## config.mk

```make
export PLATFORM = sky130hd
export DESIGN_NAME = request_encoder_32_5
export DESIGN_NICKNAME = d
export VERILOG_FILES = /design/src/rtl/request_encoder_32_5_pkg.sv /design/src/rtl/priority_encoder_32_5.sv /design/src/rtl/request_encoder_32_5.sv
export SDC_FILE = /design/constraint.sdc
export NUM_CORES = 1
export LEC_CHECK = 0
export ABC_AREA = 1
export CAP_MARGIN = 10
export CORE_UTILIZATION = 50
export CTS_CLUSTER_SIZE = 40
export DETAILED_ROUTE_END_ITERATION = 8
export PLACE_DENSITY = 0.81
export RECOVER_POWER = 100
export SLEW_MARGIN = 30
export SYNTH_ARGS = -nofsm -noshare
export SYNTH_HDL_FRONTEND = slang
export SYNTH_SLANG_ARGS = --single-unit
export TNS_END_PERCENT = 1
```

## constraint.sdc

```tcl
create_clock -name i_clk -period 3.1 [get_ports i_clk]
set_clock_uncertainty 0.15 [all_clocks]
set_input_delay 0.31 -clock i_clk [delete_from_list [all_inputs] [get_ports i_clk]]
set_output_delay 0.31 -clock i_clk [all_outputs]
set_load 0.02 [all_outputs]
```

## src/rtl/request_encoder_32_5_pkg.sv

```systemverilog
// Shared constants and state encoding for the 32-to-5 round-robin request encoder.
package request_encoder_32_5_pkg;

  localparam int unsigned INPUTS = 32;
  localparam int unsigned ADDR   = 5;

  typedef enum logic {
    StIdle  = 1'b0,
    StGrant = 1'b1
  } state_e;

endpackage

```

## src/rtl/priority_encoder_32_5.sv

```systemverilog
// Combinational lowest-set-bit encoder: index of the lowest set bit plus an any-set flag.
module priority_encoder_32_5
  import request_encoder_32_5_pkg::*;
(
  input  logic [INPUTS-1:0] i_vec,
  output logic [ADDR-1:0]   o_idx,
  output logic              o_any
);

  always_comb begin
    o_idx = '0;
    o_any = |i_vec;
    // Scan downwards so the lowest set bit is the last one written.
    for (int i = INPUTS - 1; i >= 0; i--) begin
      if (i_vec[i]) begin
        o_idx = i[ADDR-1:0];
      end
    end
  end

endmodule

```

## src/rtl/request_encoder_32_5.sv

```systemverilog
// Collects one-hot request pulses as pending and grants them one at a time, round-robin,
// as an encoded address with a valid/ack handshake.
module request_encoder_32_5
  import request_encoder_32_5_pkg::*;
(
  input  logic              i_clk,
  input  logic              i_rst_n,
  input  logic [INPUTS-1:0] i_req,
  input  logic              i_ack,
  output logic [ADDR-1:0]   o_addr,
  output logic              o_valid,
  output logic [INPUTS-1:0] o_pending
);

  state_e            r_state, w_state_d;
  logic [ADDR-1:0]   r_addr, w_addr_d;
  logic              r_valid, w_valid_d;
  logic [INPUTS-1:0] r_pending, w_pending_d;
  logic [ADDR-1:0]   r_ptr, w_ptr_d;

  logic [INPUTS-1:0] w_masked;
  logic [INPUTS-1:0] w_clr;
  logic [ADDR-1:0]   w_idx_masked, w_idx_all, w_sel;
  logic              w_any_masked, w_any_all;

  // Masked search covers indices at or above the pointer; the unmasked one is the wrap-around.
  assign w_masked = r_pending & ({INPUTS{1'b1}} << r_ptr);

  priority_encoder_32_5 u_pe_masked (
    .i_vec (w_masked),
    .o_idx (w_idx_masked),
    .o_any (w_any_masked)
  );

  priority_encoder_32_5 u_pe_all (
    .i_vec (r_pending),
    .o_idx (w_idx_all),
    .o_any (w_any_all)
  );

  assign w_sel = w_any_masked ? w_idx_masked : w_idx_all;

  always_comb begin
    w_clr       = '0;
    if (r_valid && i_ack) begin
      w_clr = INPUTS'(1) << r_addr;
    end
    // A request on the acked line in the same cycle survives.
    w_pending_d = (r_pending & ~w_clr) | i_req;
  end

  always_comb begin
    w_state_d = r_state;
    w_addr_d  = r_addr;
    w_valid_d = r_valid;
    w_ptr_d   = r_ptr;
    unique case (r_state)
      StIdle: begin
        w_valid_d = 1'b0;
        if (w_any_all) begin
          w_addr_d  = w_sel;
          w_valid_d = 1'b1;
          w_state_d = StGrant;
        end
      end
      StGrant: begin
        if (i_ack) begin
          w_valid_d = 1'b0;
          w_ptr_d   = r_addr + ADDR'(1);
          w_state_d = StIdle;
        end
      end
      default: w_state_d = StIdle;
    endcase
  end

  always_ff @(posedge i_clk or negedge i_rst_n) begin
    if (!i_rst_n) begin
      r_state   <= StIdle;
      r_addr    <= '0;
      r_valid   <= 1'b0;
      r_pending <= '0;
      r_ptr     <= '0;
    end else begin
      r_state   <= w_state_d;
      r_addr    <= w_addr_d;
      r_valid   <= w_valid_d;
      r_pending <= w_pending_d;
      r_ptr     <= w_ptr_d;
    end
  end

  assign o_addr    = r_addr;
  assign o_valid   = r_valid;
  assign o_pending = r_pending;

endmodule

```

==> flow_summary.json, run 1 <==
{
  "result_of_the_run": "complete, no violations",
  "critical_path_launch_point_type": "register",
  "multi_input_area_um2": 1570,
  "yosys_most_used_dff": "dfrtp_1",
  "total_power_mw": 2.11,
  "post-route-period-util_pct": 92.8,
  "timing.critical_path.from": "r_ptr[1]",
  "setup_repair_after_global_routing_missed_its_margin": "false",
  "cap_viol_max_count": 0,
  "routed_wl_per_cell_um": 16.8,
  "clock_pin_slew_of_the_registers_on_the_worst_case_setup_and_hold_paths_ns": 0.08,
  "clock_tree.htree_level_count": 2,
  "synth_largest_type_area_fraction_pct": 37.4,
  "drtPass1Iterations": 5,
  "grt_util_all_layers_pct": 33.8,
  "numCtsBuffers": 5,
  "nets": 560,
  "via_count_of_the_first_global_routing_pass": 3243,
  "nFillCells": 504,
  "min_period_ns": 2.88,
  "cts_root_buf": "clkbuf_8",
  "r2r-start": "r_ptr[1]",
  "arrival_time_at_the_worst_endpoint_ns": 2.92,
  "r2r.worst_path.cells": 32,
  "critical-path-slowest-cell": "dfrtp_1",
  "synth.lib_cells_used.distinct": 30,
  "hp-class": "reg -> reg",
  "ir_worst_vdd_mv": 0.490,
  "drt_first_iter_violations": 357,
  "dp.final_hpwl_um": 7940,
  "syn_area_um2": 2950,
  "detail_route.drc_violations": 0,
  "worst_path_most_repeated_cell": "nand2_1",
  "reg2reg_setup_slack_ns": 0.22,
  "final_max_slew_viol_count": 0,
  "netlist_instances": 442,
  "worst_slew_margin_relative_to_its_limit_pct": 25.8,
  "routed_wl_um": 9930,
  "synth_top_area_cell": "dfrtp_1",
  "gr-total-overflow": 0,
  "hold_start": "o_valid",
  "worst_path_dominant_cell_family": "simple AND/OR/NAND/NOR gates",
  "areaGrowthSynthToFinish_pct": 32.5,
  "worstHoldPathCells": 1,
  "synthArstFlopShare_pct": 100,
  "antenna_cells": 0,
  "number_of_enable_type_register_cells_in_the_synthesized_netlist": 0,
  "critPathRequiredTime_ns": 3.14,
  "place.gp.congestion": 0.986,
  "finalSetupViolations": 0,
  "hold-path-endpoint": "o_valid",
  "critical_path_buf_inv_count": 1,
  "power.internal_mw": 1.25,
  "layout.cells.most_common": "nand2_1",
  "initial_utilization_pct": 52.5,
  "io_buffer_count": 72,
  "route.antenna.remaining_nets": 0,
  "clock_insertion_delay_worst_skew_ns": 0.30,
  "grt_start_max_net_pins": 45,
  "synth.net_count": 483,
  "seq_power_share_pct": 34.8,
  "endpoint_of_the_most_critical_register_to_register_path": "o_addr[0]",
  "drive_gt1_share_pct": 4.43,
  "yosysWarnings": 0,
  "die-height_um": 78.8,
  "antenna_violations_before_repair": 0,
  "num_vias": 3259,
  "relative_contribution_of_the_clock_network_to_total_power_pct": 24.9,
  "io_pins": 73,
  "cts.path.max_buffers": 2,
  "placeableCoreArea_um2": 5610,
  "timing.final.hold_violations": 0,
  "final-seq-area_um2": 1100,
  "dieArea_um2": 6200,
  "worst_setup_path_end_kind": "register",
  "first_pass_grt_wire_length_um": 15800,
  "cts_num_sinks": 44,
  "cp_slowest_stage_delay_ns": 0.45,
  "route.detailed.vias_per_inst": 5.51,
  "setup-tns-final_ns": 0,
  "p_sw_share_pct": 40.7,
  "synthesis.area_per_instance_um2": 6.66,
  "synth.area.top_cells": "dfrtp_1 (37%), nand2_1 (16%), nor2_1 (8.5%)",
  "total_power_density_per_cell_area_nw_per_um2": 541,
  "die-width_um": 78.8,
  "setup.worst_path.class": "reg -> reg",
  "ys_seq_elements": 44,
  "critical_path_peak_fanout": 5,
  "p_comb_share_pct": 40.3,
  "max_freq_mhz": 348,
  "worstMarginPinSlew_ns": 1.11,
  "final_cell_mix": "nand2_1 (121), nor2_1 (67), inv_1 (65)",
  "total_leakage_power_nw": 1.84,
  "fp-row-count": 27,
  "cts_tree": "built",
  "yosysSeqAreaShare_pct": 37.4,
  "net-switching-power_uw": 859
}
==> cell type report <==
type / instances / area share, %
sequential: 44 / 28.3
clock buffer: 5 / 1.76
clock inverter: 2 / 1.54
tap: 72 / 2.31
multi-input combinational: 322 / 40.2
inverter: 69 / 6.64
timing repair buffer: 77 / 19.3
==> timing repair <==
action | CTS | global route
resized for setup | 0 | 6
hold buffers | 1 | 0
hold endpoints to repair | 44 | 0
setup endpoints to repair | 0 | 1
setup buffers | 0 | 0
==> worst max-delay path by stage <==
stage,to,cells past startpoint
global route,o_addr[0],32
finish,o_addr[0],32
CTS,o_addr[0],33
detailed placement,o_addr[0],33
floorplan,o_addr[0],34
global placement,o_addr[0],28
==> cells by family after synthesis <==
kind of cell | share of synthesized area (%)
simple gates | 31.4
xor+xnor | 0.595
buf+inv | 10.1
compound gates | 18.0
fa+ha+maj | 2.55
flops | 37.4
==> power by group through the flow <==
| stage | clock, mW | sequential, mW | combinational, mW |
|---|---|---|---|
| global placement | 0 | 0.736 | 0.826 |
| global route | 0.551 | 0.740 | 0.928 |
| CTS | 0.532 | 0.727 | 0.839 |
| detailed placement | 0 | 0.738 | 0.830 |
| finish | 0.525 | 0.735 | 0.851 |
| floorplan | 0 | 0.758 | 0.489 |
==> per-stage QoR <==
stage	setup slack, ns	hold slack (ns)	utilization (%)	instances	instance area [µm²]
global placement	0.202	0.348	66.8	583	3740
detailed placement	0.193	0.193	66.8	583	3750
CTS	0.175	0.376	69.3	591	3880
finish	0.223	0.382	69.6	591	3900
global route	0.000896	0.407	69.6	591	3900
floorplan	0.687	-0.136	-	442	2950
==> flip-flops by register name, summed over array words and instances, names as in the netlist <==
name,cells
o_addr,5
o_pending,32
o_valid,1
r_ptr,5
r_state,1
==> synthesized netlist by cell type (3+ instances only) <==
master / n
nand3_1: 21
clkbuf_1: 4
ha_1: 6
nand2_1: 122
o21bai_1: 30
dfrtp_1: 44
inv_1: 65
nor2_1: 67
nor3_1: 15
o21ai_0: 25
a21oi_1: 15
a31oi_1: 3
buf_4: 3
==> per-layer routing <==
layer  GRT usage (%)  vias to the layer above  part of all wire [%]
met4            13.3                        0                   2.3
met2            55.0                      179                    47
met3            7.13                       27                   8.0
li1                -                     1554                     -
met5               0                        -                     0
met1            43.6                     1499                    43
==> worst reg2reg max path: cells and delay by family (launching register included) <==
kind                   cells  cell delay [ns]
AOI/OAI and AO/OA          3             0.41
buffers and inverters      1             0.06
DFF                        1             0.45
and+or+nand+nor           28             1.71
Power figures use the tool's default switching activity.
==> run 2: changes to the inputs <==
- CORE_UTILIZATION: 50 -> 64
- DONT_BUFFER_PORTS: not set -> 1
- PLACE_DENSITY: 0.81 -> 0.8
==> flow_summary.json, run 2 (same netlist as run 1, synthesis figures left out) <==
{
  "finalSetupViolations": 0,
  "routed_wl_um": 9610,
  "antenna_cells": 0,
  "cp_slowest_stage_delay_ns": 0.49,
  "drive_gt1_share_pct": 5.64,
  "hold-path-endpoint": "r_state",
  "place.gp.congestion": 1.02,
  "timing.final.hold_violations": 0,
  "areaGrowthSynthToFinish_pct": 18.3,
  "dp.final_hpwl_um": 6900,
  "r2r.worst_path.cells": 15,
  "routed_wl_per_cell_um": 18.1,
  "numCtsBuffers": 5,
  "crit_chain": "nor2_1 -> inv_1 -> o21ai_0 -> o21ai_0 -> nand2_1 -> inv_1 -> nand2_1 -> nor4_2 -> nand2_1 -> inv_1 -> nor2_1 -> nand2_1 -> nor3_1 -> a31oi_1 -> o21ai_0",
  "worst_setup_path_end_kind": "register",
  "worst_path_dominant_cell_family": "simple AND/OR/NAND/NOR gates",
  "endpoint_of_the_most_critical_register_to_register_path": "o_addr[3]",
  "critical_path_peak_fanout": 10,
  "hold_start": "i_ack",
  "io_buffer_count": 0,
  "post-route-period-util_pct": 92.9,
  "nets": 520,
  "antenna_violations_before_repair": 0,
  "setup-tns-final_ns": 0,
  "setup_repair_after_global_routing_missed_its_margin": "true",
  "critical-path-slowest-cell": "dfrtp_2",
  "fp-row-count": 24,
  "placeableCoreArea_um2": 4380,
  "final_cell_mix": "nand2_1 (121), nor2_1 (67), inv_1 (65)",
  "dieArea_um2": 4880,
  "cts.path.max_buffers": 2,
  "detail_route.drc_violations": 0,
  "layout.cells.most_common": "nand2_1",
  "grt_util_all_layers_pct": 41.3,
  "drtPass1Iterations": 7,
  "cts_setup_buffers": 0,
  "cts_tree": "built",
  "total_power_density_per_cell_area_nw_per_um2": 582,
  "min_period_ns": 2.88,
  "max_freq_mhz": 347,
  "via_count_of_the_first_global_routing_pass": 3085,
  "route.antenna.remaining_nets": 0,
  "num_vias": 3226,
  "reg2reg_setup_slack_ns": 0.22,
  "arrival_time_at_the_worst_endpoint_ns": 2.90,
  "largest_register_ffs": 32,
  "worstMarginPinSlew_ns": 2.06,
  "grt_start_max_net_pins": 45,
  "route.detailed.vias_per_inst": 6.08,
  "nFillCells": 322,
  "initial_utilization_pct": 67.2,
  "clock_insertion_delay_worst_skew_ns": 0.30,
  "postLayoutCoreUtil_pct": 79.5,
  "gr-total-overflow": 0,
  "result_of_the_run": "finished with violations",
  "violated_checks": "capacitance limit, slew limit",
  "number_of_standard_cells_in_the_final_layout_excluding_fillers": 531,
  "r2r-start": "r_ptr[3]",
  "cts_num_sinks": 44,
  "placed_cells_incl_taps": 490,
  "critical_path_launch_point_type": "register",
  "final_max_slew_viol_count": 45,
  "cap_viol_max_count": 1,
  "critPathRequiredTime_ns": 3.12,
  "critical_path_buf_inv_count": 3,
  "hp-class": "in -> reg",
  "worstHoldPathCells": 1,
  "first_pass_grt_wire_length_um": 15400,
  "worst_slew_margin_relative_to_its_limit_pct": -37.1,
  "total_leakage_power_nw": 1.77,
  "clock_pin_slew_of_the_registers_on_the_worst_case_setup_and_hold_paths_ns": 0.08,
  "cts_root_buf": "clkbuf_8",
  "drt_first_iter_violations": 362,
  "io_pins": 73,
  "ir_worst_vdd_mv": 0.488,
  "clock_tree.htree_level_count": 2,
  "worst_path_most_repeated_cell": "nand2_1",
  "setup.worst_path.class": "reg -> reg",
  "die-height_um": 69.8,
  "die-width_um": 69.8
}
run 2: cell types whose count changed in the layout (fill, tap and decap cells not counted), sizes merged:
cell / before / now
clkdlybuf4s50: 32 / 0
dlygate4sd3: 40 / 33
dlymetal6s4s: 0 / 1
clkbuf: 7 / 5
run 2: worst max-delay path by stage:
stage          slack [ns]   endpoint  cells after the start           from
2_1_floorplan        0.69  o_addr[0]                     34  o_pending[30]
3_3_place_gp         0.23  o_addr[3]                     15       r_ptr[3]
3_5_place_dp         0.23  o_addr[3]                     15       r_ptr[3]
4_1_cts              0.21  o_addr[3]                     15       r_ptr[3]
5_1_grt             -0.03  o_addr[0]                     30  o_pending[29]
6_report             0.22  o_addr[3]                     15       r_ptr[3]
run 2: final cells by class:
cell class	count	area (µm²)	area share, %
clock inverter	2	60.1	1.72
multi-input combinational	322	1560	44.7
clock buffer	5	68.8	1.97
inverter	69	259	7.43
sequential	44	1110	31.8
tap	52	65.1	1.87
timing repair buffer	37	365	10.5
run 2: per-stage QoR:
stage / total power, mW / hold slack, ns / instance area, µm² / setup slack [ns]
finish: 2.03 / 0.0138 / 3480 / 0.219
detailed placement: 1.43 / -0.135 / 3000 / 0.234
CTS: 1.99 / 0.00553 / 3480 / 0.207
global route: 2.14 / 0.00451 / 3480 / -0.0263
floorplan: 1.25 / -0.136 / 2950 / 0.687
global placement: 1.42 / -0.135 / 3000 / 0.227
run 2: metal layers:
layer / global-route usage, % / share of wire [%] / vias to the layer above
met5: 0 / 0 / -
met3: 6.25 / 9.9 / 36
met4: 18.2 / 4.1 / 0
li1: - / - / 1481
met1: 55.0 / 39 / 1484
met2: 66.6 / 47 / 225
run 2: where the power goes:
part	internal [mW]	switching (mW)	leakage [nW]
clock	0.317	0.196	0.0642
sequential	0.641	0.154	0.424
combinational	0.231	0.487	1.28
total	1.19	0.838	1.77
run 2: what timing repair did:
action / in CTS / in global routing
endpoints found under the setup margin: 0 / 3
hold buffers: 34 / 0
endpoints found under the hold margin: 76 / 0
gates resized for setup: 0 / 10
==> run 3: changes to the inputs <==
- CORE_UTILIZATION: 64 -> 50
- PLACE_DENSITY: 0.8 -> not set
==> flow_summary.json, run 3 (same netlist as run 1, synthesis figures left out) <==
{
  "setup_repair_after_global_routing_missed_its_margin": "false",
  "drt_first_iter_violations": 223,
  "timing.final.hold_violations": 0,
  "initial_utilization_pct": 52.5,
  "r2r-start": "o_pending[31]",
  "total_power_mw": 1.95,
  "route.detailed.vias_per_inst": 5.53,
  "r2r.worst_path.cells": 30,
  "ir_worst_vdd_mv": 0.493,
  "final_max_slew_viol_count": 0,
  "first_pass_grt_wire_length_um": 15300,
  "cts_tree": "built",
  "routed_wl_um": 9470,
  "io_pins": 73,
  "largest_register_ffs": 32,
  "worst_hold_slack_ns": 0.00878,
  "clock_pin_slew_of_the_registers_on_the_worst_case_setup_and_hold_paths_ns": 0.08,
  "clock_tree.htree_level_count": 2,
  "antenna_cells": 0,
  "num_vias": 3081,
  "setup-tns-final_ns": 0,
  "critical_path_launch_point_type": "register",
  "hp-class": "in -> reg",
  "dp.final_hpwl_um": 7160,
  "drtPass1Iterations": 5,
  "worst_setup_path_end_kind": "register",
  "gr-total-overflow": 0,
  "total_leakage_power_nw": 1.79,
  "min_period_ns": 2.84,
  "total_power_density_per_cell_area_nw_per_um2": 550,
  "final_cell_mix": "nand2_1 (115), nor2_1 (67), inv_1 (63)",
  "placeableCoreArea_um2": 5610,
  "worstMarginPinSlew_ns": 0.648,
  "detail_route.drc_violations": 0,
  "timing.critical_path.from": "o_pending[31]",
  "antenna_violations_before_repair": 0,
  "dieArea_um2": 6200,
  "clock_insertion_delay_worst_skew_ns": 0.30,
  "endpoint_of_the_most_critical_register_to_register_path": "o_addr[0]",
  "cts_root_buf": "clkbuf_8",
  "via_count_of_the_first_global_routing_pass": 3034,
  "setup.worst_path.class": "reg -> reg",
  "nets": 525,
  "die-width_um": 78.8,
  "finalSetupViolations": 0,
  "areaGrowthSynthToFinish_pct": 20.7,
  "cts.path.max_buffers": 2,
  "placed_cells_incl_taps": 510,
  "place_ws_ns": 0.144,
  "arrival_time_at_the_worst_endpoint_ns": 2.88,
  "grt_util_all_layers_pct": 32.8,
  "post-route-period-util_pct": 91.6,
  "worstSetupEndpoint": "o_addr[0]",
  "critical-path-slowest-cell": "dfrtp_2",
  "route.antenna.remaining_nets": 0,
  "numCtsBuffers": 5,
  "worst_slew_margin_relative_to_its_limit_pct": 56.7,
  "io_buffer_count": 0,
  "number_of_standard_cells_in_the_final_layout_excluding_fillers": 557,
  "routed_wl_per_cell_um": 17.0,
  "die-height_um": 78.8,
  "result_of_the_run": "complete, no violations",
  "drive_gt1_share_pct": 8.45,
  "cp_slowest_stage_delay_ns": 0.49,
  "cap_viol_max_count": 0,
  "fp-row-count": 27,
  "cts_num_sinks": 44,
  "reg2reg_setup_slack_ns": 0.26,
  "layout.cells.most_common": "nand2_1",
  "max_freq_mhz": 352,
  "grt_start_max_net_pins": 45,
  "critical_path_peak_fanout": 4,
  "critPathRequiredTime_ns": 3.14,
  "place.gp.congestion": 0.896,
  "layout_setup_ws_ns": 0.259,
  "worst_path_most_repeated_cell": "nand2_1"
}
==> run 3: cell types whose count changed in the layout (fill, tap and decap cells not counted), sizes merged <==
cell	before	now
buf	3	9
bufinv	2	1
clkbuf	5	6
clkinv	2	3
dlymetal6s4s	1	0
==> run 3: power breakdown <==
part           switching [mW]  internal [mW]
sequential              0.150          0.641
combinational           0.474          0.242
clock                   0.208          0.240
total                   0.832           1.12
==> run 3: layout make-up <==
class,count,area (µm²)
timing repair buffer,42,418
clock buffer,6,72.6
clock inverter,2,35.0
sequential,44,1110
tap,72,90.1
fill,557,2050
inverter,69,259
multi-input combinational,322,1570
==> run 3: critical path: cells and delay by family, from the launching register on <==
family	cells	cell delay, ns
and+or+nand+nor	24	1.47
DFF	1	0.49
buffers and inverters	1	0.11
AOI/OAI and AO/OA	5	0.50
==> run 3: repair_timing <==
item,in CTS,in global routing
buffers inserted,0,5
hold buffers,34,0
gates resized for setup,0,21
endpoints found under the hold margin,76,0
setup endpoints to repair,0,4
==> run 3: metrics by stage <==
| step | area (µm²) | utilization (%) |
|---|---|---|
| floorplan | 2950 | - |
| global placement | 3020 | 53.9 |
| detailed placement | 3020 | 53.9 |
| CTS | 3490 | 62.2 |
| global route | 3560 | 63.4 |
| finish | 3560 | 63.4 |
==> run 3: worst min-delay path by stage <==
stage | start | to | slack [ns] | cells after the start
after global routing | i_ack | r_state | 0.03 | 1
final | i_ack | r_state | 0.009 | 1
after CTS | i_ack | r_state | 0.01 | 1
after global placement | i_rst_n | o_pending[14] | -0.13 | 0
after detailed placement | i_rst_n | o_pending[14] | -0.13 | 0
after floorplan | i_rst_n | o_addr[0] | -0.14 | 0
==> run 3: metal layers <==
layer | vias up | part of all wire, % | GRT usage [%]
met2 | 152 | 46 | 51.9
li1 | 1480 | - | -
met5 | - | 0 | 0
met1 | 1430 | 44 | 44.7
met3 | 19 | 8.0 | 8.16
met4 | 0 | 1.7 | 8.70
